File: src/rtl/lc3b_types.sv
// Shared LC-3b types: opcode and ALU function encodings, plus the control FSM states.
package lc3b_types;

  typedef enum logic [3:0] {
    op_br   = 4'b0000,
    op_add  = 4'b0001,
    op_ldb  = 4'b0010,
    op_stb  = 4'b0011,
    op_jsr  = 4'b0100,
    op_and  = 4'b0101,
    op_ldr  = 4'b0110,
    op_str  = 4'b0111,
    op_rti  = 4'b1000,
    op_not  = 4'b1001,
    op_ldi  = 4'b1010,
    op_sti  = 4'b1011,
    op_jmp  = 4'b1100,
    op_shf  = 4'b1101,
    op_lea  = 4'b1110,
    op_trap = 4'b1111
  } lc3b_opcode;

  typedef enum logic [2:0] {
    alu_add,
    alu_and,
    alu_not,
    alu_pass,
    alu_sll,
    alu_srl,
    alu_sra
  } lc3b_aluop;

  typedef enum logic [4:0] {
    FETCH1, FETCH2, FETCH3, DECODE,
    S_ADD, S_AND, S_NOT,
    BR, BR_TAKEN, JMP, LEA,
    CALC_ADDR, LDR1, LDR2, STR1, STR2
  } lc3b_ctrl_state;

endpackage

File: src/rtl/mem_watchdog.sv
// Memory wait watchdog: counts stalled cycles in a wait state and aborts at the limit.
module mem_watchdog #(
  parameter int unsigned TIMEOUT_CYCLES = 255
) (
  input  logic clk,
  input  logic rst,
  input  logic wait_i,
  input  logic mem_resp_i,
  output logic timeout_o,
  output logic mem_error_o
);
  localparam int unsigned CW = $clog2(TIMEOUT_CYCLES + 1);

  logic [CW-1:0] cnt_q, cnt_d;
  logic          err_q;

  // The response on the limit cycle completes normally, so it masks the timeout.
  assign timeout_o   = wait_i && !mem_resp_i && (cnt_q >= CW'(TIMEOUT_CYCLES - 1));
  assign cnt_d       = (wait_i && !mem_resp_i && !timeout_o) ? cnt_q + CW'(1) : '0;
  assign mem_error_o = err_q;

  always_ff @(posedge clk) begin
    if (rst) begin
      cnt_q <= '0;
      err_q <= 1'b0;
    end else begin
      cnt_q <= cnt_d;
      err_q <= timeout_o;
    end
  end
endmodule

File: src/rtl/control.sv
// LC-3b multicycle control FSM; outputs decode from state and datapath status.
// Optional memory timeout watchdog enabled by CONTROL_MEM_TIMEOUT_EN.
module control
  import lc3b_types::*;
#(
  parameter int unsigned TIMEOUT_CYCLES = 255
) (
  input  logic       clk,
  input  logic       rst,
  input  lc3b_opcode opcode,
  input  logic       branch_enable,
  input  logic       imm5_enable,
  input  logic       imm11_enable,
  input  logic       mem_resp,
  output logic [1:0] pcmux_sel,
  output logic [1:0] alumux_sel,
  output logic [1:0] regfilemux_sel,
  output logic       storemux_sel,
  output logic       marmux_sel,
  output logic       mdrmux_sel,
  output logic       load_pc,
  output logic       load_ir,
  output logic       load_regfile,
  output logic       load_mar,
  output logic       load_mdr,
  output logic       load_cc,
  output lc3b_aluop  aluop,
  output logic       mem_read,
  output logic       mem_write,
  output logic [1:0] mem_byte_enable,
  output logic       mem_error
);
  lc3b_ctrl_state state_q, state_d;
  logic           in_wait, timeout, unused_ok;

  assign in_wait = (state_q == FETCH2) || (state_q == LDR1) || (state_q == STR2);

`ifdef CONTROL_MEM_TIMEOUT_EN
  logic wd_err;

  mem_watchdog #(.TIMEOUT_CYCLES(TIMEOUT_CYCLES)) u_wd (
    .clk        (clk),
    .rst        (rst),
    .wait_i     (in_wait),
    .mem_resp_i (mem_resp),
    .timeout_o  (timeout),
    .mem_error_o(wd_err)
  );
  assign mem_error = wd_err && !rst;
  assign unused_ok = imm11_enable;
`else
  assign timeout   = 1'b0;
  assign mem_error = 1'b0;
  assign unused_ok = ^{imm11_enable, in_wait, 32'(TIMEOUT_CYCLES)};
`endif

  always_comb begin
    state_d = state_q;
    unique case (state_q)
      FETCH1:    state_d = FETCH2;
      FETCH2:    if (mem_resp) state_d = FETCH3; else if (timeout) state_d = FETCH1;
      FETCH3:    state_d = DECODE;
      DECODE: begin
        case (opcode)
          op_add:         state_d = S_ADD;
          op_and:         state_d = S_AND;
          op_not:         state_d = S_NOT;
          op_br:          state_d = BR;
          op_jmp:         state_d = JMP;
          op_lea:         state_d = LEA;
          op_ldr, op_str: state_d = CALC_ADDR;
          default:        state_d = FETCH1;
        endcase
      end
      BR:        state_d = branch_enable ? BR_TAKEN : FETCH1;
      CALC_ADDR: state_d = (opcode == op_str) ? STR1 : LDR1;
      LDR1:      if (mem_resp) state_d = LDR2; else if (timeout) state_d = FETCH1;
      STR1:      state_d = STR2;
      STR2:      if (mem_resp || timeout) state_d = FETCH1;
      default:   state_d = FETCH1;
    endcase
  end

  always_ff @(posedge clk) begin
    if (rst) state_q <= FETCH1;
    else     state_q <= state_d;
  end

  // Reset masks every state-driven deviation so no strobe escapes mid-access.
  always_comb begin
    pcmux_sel       = 2'd0;
    alumux_sel      = 2'd0;
    regfilemux_sel  = 2'd0;
    storemux_sel    = 1'b0;
    marmux_sel      = 1'b0;
    mdrmux_sel      = 1'b0;
    load_pc         = 1'b0;
    load_ir         = 1'b0;
    load_regfile    = 1'b0;
    load_mar        = 1'b0;
    load_mdr        = 1'b0;
    load_cc         = 1'b0;
    aluop           = alu_add;
    mem_read        = 1'b0;
    mem_write       = 1'b0;
    mem_byte_enable = 2'b11;
    if (!rst) begin
      unique case (state_q)
        FETCH1: begin
          marmux_sel = 1'b1;
          load_mar   = 1'b1;
          load_pc    = 1'b1;
        end
        FETCH2, LDR1: begin
          mem_read   = 1'b1;
          mdrmux_sel = 1'b1;
          load_mdr   = 1'b1;
        end
        FETCH3: load_ir = 1'b1;
        S_ADD, S_AND: begin
          aluop        = (state_q == S_AND) ? alu_and : alu_add;
          alumux_sel   = imm5_enable ? 2'd2 : 2'd0;
          load_regfile = 1'b1;
          load_cc      = 1'b1;
        end
        S_NOT: begin
          aluop        = alu_not;
          load_regfile = 1'b1;
          load_cc      = 1'b1;
        end
        BR_TAKEN: begin
          pcmux_sel = 2'd1;
          load_pc   = 1'b1;
        end
        JMP: begin
          pcmux_sel = 2'd2;
          load_pc   = 1'b1;
        end
        LEA: begin
          regfilemux_sel = 2'd2;
          load_regfile   = 1'b1;
          load_cc        = 1'b1;
        end
        CALC_ADDR: begin
          alumux_sel = 2'd1;
          load_mar   = 1'b1;
        end
        LDR2: begin
          regfilemux_sel = 2'd1;
          load_regfile   = 1'b1;
          load_cc        = 1'b1;
        end
        STR1: begin
          storemux_sel = 1'b1;
          aluop        = alu_pass;
          load_mdr     = 1'b1;
        end
        STR2:    mem_write = 1'b1;
        default: ;
      endcase
    end
  end
endmodule

File: config.mk
export PLATFORM = sky130hd
export DESIGN_NAME = control
export DESIGN_NICKNAME = d
export VERILOG_FILES = /design/src/rtl/lc3b_types.sv /design/src/rtl/mem_watchdog.sv /design/src/rtl/control.sv
export SDC_FILE = /design/constraint.sdc
export NUM_CORES = 1
export LEC_CHECK = 0
export CAP_MARGIN = 20
export CORE_MARGIN = 4
export CORE_UTILIZATION = 40
export DETAILED_ROUTE_END_ITERATION = 6
export DONT_BUFFER_PORTS = 1
export HOLD_SLACK_MARGIN = 0.15
export SYNTH_ARGS = -nofsm -noshare
export SYNTH_HDL_FRONTEND = slang
export SYNTH_SLANG_ARGS = --single-unit
File: constraint.sdc
create_clock -name clk -period 1.6 [get_ports clk]
set_input_delay 0.16 -clock clk [delete_from_list [all_inputs] [get_ports clk]]
set_output_delay 0.16 -clock clk [all_outputs]
set_load 0.1 [all_outputs]
Yosys cells after proc, flatten, opt, wreduce, memory -nomap -nowiden. Memory sizes are Yosys's and may differ from the RTL's. Cells that the tools add are included.

Bits in registers: 5. Bits in read-only memories: 64. Bits of input ports: 10. Output and inout bits: 23. Memories kept: 1.

Equal/unequal tests: 19. Multiplexer cells: 34. Reduce and logical (&&, ||, !) cells: 8.

Memory list: (name not given) (words 16, bits a word 4, read ports 1, clocked after Yosys merged registers in 0, write ports 0, RTL line control.sv:64) `case (opcode)`.

Operator list (number): 5-bit case mux with 9 select lines (1); 5-bit by 4-bit equality test with 1-bit output, second input constant (8); 5-bit by 3-bit equality test with 1-bit output, second input constant (4); 1-bit two-way mux (19); 5-bit two-way mux (3); 2-bit two-way mux (6); 2-bit case mux with 2 select lines (3); 5-bit by 2-bit equality test with 1-bit output, second input constant (2); 2-bit inequality test, second input constant (3); 2-bit case mux with 3 select lines (1); 2-bit OR reduction (3); 3-bit OR reduction (2); 5-bit by 1-bit equality test with 1-bit output, second input constant (1); 5-bit zero test (1); 5-bit OR reduction (1); 4-bit by 3-bit equality test with 1-bit output, second input constant (1); 4-bit two-way mux (1); 3-bit AND reduction (1).

Longest topological paths before layout.
Depth after elaboration: 4. Depth in mapped cells: 7. Depth with buffers taken out: 5.

Worst setup path after synthesis. No wires, ideal clock.

Kind: register to output. Start: register state_q[1]. End: output load_mar. Arrival: 3728 ps. Data required time: 1440 ps. Slack: -2288 ps. Cell stages (with the launch flop): 5. Path buffers: 1. Cells stage by stage: dfxtp_1 > buf_2 > or2_1 > nor3_1 > or2_1.

Longest elaborated chain between the ends: 4.

Ends and longest elaborated chain: start: declaration (RTL line control.sv:33) `lc3b_ctrl_state state_q, state_d;`; start signal: assignment (RTL line control.sv:86) `else state_q <= state_d;`; 5-bit by 4-bit equality test with 1-bit output / 5-bit zero test (equally long branches) (RTL line control.sv:108) `unique case (state_q)`; 2-bit OR reduction (no source line) *; 1-bit two-way mux * (RTL line control.sv:108); 1-bit two-way mux * (RTL line control.sv:107) `if (!rst) begin`; end: declaration (RTL line control.sv:24) `output logic load_mar,`.

Every way passes the cells marked *; elsewhere a longest branch is shown, timed or not.

Worst setup path after layout.
Start: register state_q[0]. End: output load_mdr.

Longest elaborated chain between the ends: 4.

Ends and longest elaborated chain: 5-bit by 1-bit equality test with 1-bit output / 5-bit by 4-bit equality test with 1-bit output (equally long branches) (RTL line control.sv:108); 3-bit OR reduction (no source line) *; 1-bit two-way mux * (RTL line control.sv:108); 1-bit two-way mux * (RTL line control.sv:107); end: declaration (RTL line control.sv:25) `output logic load_mdr,`.

Marked as above.

==> tab_implementation.tex <==
\begin{tabular}{lr}
\hline
Metric & Value \\
\hline
\multicolumn{2}{l}{\textbf{Logic synthesis}} \\
\quad Number of enable-type register cells in the synthesized netlist & 0 \\
\quad Per-instance average area after synthesis & about 6.7 µm² \\
\quad Synthesized instance count & $\sim$100 \\
\quad Sequential fraction of the synthesis area & 0.118 \\
\quad Cell accounting for the most synthesized area & dfxtp\_1 \\
\quad Post-synth design cell area & just under 700 µm² \\
\quad FFs w/ async S/R, synth & 0 \\
\quad Number of unique standard cell types used by synthesis & 39 \\
\quad Total number of yosys warnings & 0 \\
\quad Ranking of synthesized cells by area & dfxtp\_1, buf\_4, nor3\_1, nor2\_1, nand2b\_1 \\
\quad Post-synthesis register bit count & 4 \\
\quad Most frequently used flop master after synthesis & dfxtp\_1 \\
\quad Top-area cell type share of the netlist area & 0.118 \\
\multicolumn{2}{l}{\textbf{Power}} \\
\quad Switching share of power & 0.552 \\
\quad VDD IR-drop max & roughly 1100 µV \\
\quad Clock Power Share & 0.099 \\
\quad Static power due to leakage & $\sim$0.00054 µW \\
\quad Share of total power in combinational logic & 0.786 \\
\quad Net switching power of the design & around 720 µW \\
\quad Sequential share of power & 0.115 \\
\quad Cell-internal power & just under 600 µW \\
\quad Ratio of total power to cell area & about 960 nW/µm² \\
\multicolumn{2}{l}{\textbf{Timing}} \\
\quad Tcrit/Tclk final & 1.03 \\
\quad Total negative slack for setup checks & -252 ps \\
\quad Unrepaired setup endpoints after global routing & yes \\
\quad Min Hold Slack & around 160 ps \\
\quad Final worst path period need & 1640 ps \\
\quad Achievable Freq & 609 MHz \\
\quad Final Worst Setup Slack & -41.9 ps \\
\quad Final setup violation count & 8 \\
\quad Count of final hold-check violations & 0 \\
\quad Final worst clock skew & about 5.1 ps \\
\quad Final number of max-transition violations & 0 \\
\multicolumn{2}{l}{\textbf{Clocking}} \\
\quad Clock transition at path regs & 40 ps \\
\quad Count of clock tree sinks & 4 \\
\quad Clock tree root driver cell & clkbuf\_4 \\
\quad TritonCTS clock tree & yes \\
\quad Worst-skew pair later-pin latency & about 240 ps \\
\quad TritonCTS Buffers & 3 \\
\quad Maximum number of buffers from clock root to sink & 2 \\
\quad Max H-tree Level & 1 \\
\multicolumn{2}{l}{\textbf{Drt}} \\
\quad Routed via count divided by cell count & between 5 and 6 \\
\quad Overall via count from detail\_route & between 800 and 900 \\
\quad DRC & 0 \\
\quad First-pass iteration count of the detailed router & 4 \\
\quad Drt wl/cell & 18.5 µm \\
\quad Antenna-violating nets left & 0 \\
\quad Number of design-rule violations left by the first detailed-router iteration & 38 \\
\quad Final WL & around 2800 µm \\
\multicolumn{2}{l}{\textbf{Critical path}} \\
\quad Arrival time at the worst endpoint & 1480 ps \\
\quad Setup Crit Path Kind & reg2out \\
\quad Longest individual stage delay on the worst path & roughly 360 ps \\
\quad Category of cells accounting for the largest share of critical-path delay & simple AND/OR/NAND/NOR gates \\
\quad Critical path fanouts, max & 4 \\
\quad Count of buffering cells on the critical path with inverters included & 1 \\
\quad Category of the worst setup path capture point & output port \\
\quad Slowest cell on the critical path & dfxtp\_4 \\
\quad Cell chain of the critical path & or2b\_1, o21a\_1, nor2\_4, or2\_4, buf\_12 \\
\quad Critical Path Source Type & flip-flop \\
\quad Required arrival time at the worst endpoint & roughly 1400 ps \\
\multicolumn{2}{l}{\textbf{Floorplanning}} \\
\quad Die outline height & 49.1 µm \\
\quad X dimension of the die & a little under 50 µm \\
\quad Number of placed I/O pins & 33 \\
\quad Die footprint & 2410 µm² \\
\quad Initial Utilization & 0.434 \\
\quad Num rows & 14 \\
\quad Core region area & approximately 1600 µm² \\
\multicolumn{2}{l}{\textbf{Layout}} \\
\quad Registers with the most flip-flops & state\_q (4) \\
\quad Max FFs per register & 4 \\
\quad Post-layout net count & 145 \\
\quad Ant diodes & 0 \\
\quad Commonest non-fill, non-tap cell in the layout & buf\_4 \\
\quad Register bank with the most flops & state\_q \\
\quad Fraction of layout instances using a drive strength above 1 & 0.617 \\
\quad Commonest non-fill, non-tap cells in the layout & buf\_4, buf\_12, nor3\_4 \\
\quad Layout-stage area growth over the synthesis result & 102\% \\
\multicolumn{2}{l}{\textbf{Global routing}} \\
\quad Maximum number of pins on one net before global-route repair & 12 \\
\quad Wire length of the first global-routing pass & approximately 4200 µm \\
\quad Antenna violations before repair & 0 \\
\quad Total congestion overflow & 0 \\
\quad Number of global-route vias before repair & between 900 and 1000 \\
\quad Total routing resource utilization after global routing & 0.226 \\
\multicolumn{2}{l}{\textbf{Status}} \\
\quad Status & complete, but fails checks \\
\quad Violated checks & negative setup slack \\
\multicolumn{2}{l}{\textbf{Run}} \\
\quad Number of max-cap violations & 0 \\
\multicolumn{2}{l}{\textbf{Hold path}} \\
\quad Path type of the worst min-delay path & in2reg \\
\multicolumn{2}{l}{\textbf{Place}} \\
\quad Last weighted congestion value of the routability-driven placer & between 0.8 and 0.9 \\
\quad Post-detailed-placement half-perimeter wirelength & about 1700 µm \\
\quad Number of buffers inserted by port buffering & 0 \\
\hline
\end{tabular}
-- area by class of cell --
type	count	area [µm²]
multi-input combinational	84	717
timing repair buffer	41	514
fill	70	189
sequential	4	92.6
clock buffer	3	22.5
tap	16	20.0
inverter	1	3.75
-- cells by family (layout without fill, tap and decap cells) --
| logic type | count (synthesis) | after routing | synth area share |
|---|---|---|---|
| AO/OA/AOI/OAI | 27 | 27 | 0.281 |
| XOR/XNOR | 1 | 1 | 0.0129 |
| buffers and inverters | 15 | 45 | 0.159 |
| flip-flops | 4 | 4 | 0.118 |
| other | 2 | 4 | 0.0111 |
| AND/OR/NAND/NOR | 52 | 52 | 0.418 |
-- synth_stat cells, types with 2 or more instances --
cell,number
o21ai_0,3
nand2_1,7
nand3_1,2
buf_4,9
o21ai_1,3
a21o_1,2
dfxtp_1,4
nor3_1,12
nor2_1,10
nor2b_1,3
o211ai_1,2
buf_6,2
o31ai_1,2
a21oi_2,3
conb_1,2
nand2b_1,5
or2_1,3
a21oi_1,5
buf_2,2
-- metrics by stage --
stage	total power [µW]	instance area, µm²	util	std cells	worst slack, ps
after floorplan	813	861	-	103	-506
after global placement	1010	1160	0.747	136	128
after detailed placement	1030	1160	0.747	136	106
after CTS	1230	1310	0.838	148	-34.2
after global routing	1380	1370	0.879	149	-111
final	1310	1370	0.879	149	-41.9
-- worst paths after layout --
path	start	endpoint	slack (ps)	cells past startpoint
max	state_q[0]	load_mdr	-40	5
min	rst	state_q[0]	160	3
max reg2reg	state_q[3]	state_q[3]	-10	8
min reg2reg	state_q[3]	state_q[2]	650	3
-- repair_timing --
action                                  4_1_cts  5_1_grt
endpoints found under the hold margin         3        0
hold buffers                                  2        0
endpoints found under the setup margin       13       17
gates resized for setup                      12       15
setup buffers                                 7        1
pin swaps                                     8        5
-- metal layers --
layer  vias to the layer above  wire [µm]  share of wire  track usage
met5                         -          0              0            0
met3                        10        260          0.094       0.0795
met1                       405       1020           0.37        0.253
met4                         0         75          0.027       0.0806
met2                        66       1410           0.51        0.388
li1                        411          -              -            -
-- tightest hold or removal path: cells and delay by family --
family / cells / cell delay, ps
and+or+nand+nor: 1 / 80
buffers and inverters: 1 / 50
AOI/OAI and AO/OA: 1 / 60
-- power by group through the flow --
stage | clock network (µW) | logic (µW) | registers (µW)
after floorplan | 0 | 684 | 129
after global placement | 0 | 869 | 141
after detailed placement | 0 | 887 | 141
after CTS | 130 | 954 | 145
after global routing | 144 | 1080 | 155
final | 130 | 1030 | 151
No activity file was read; power rests on OpenSTA's default activity.
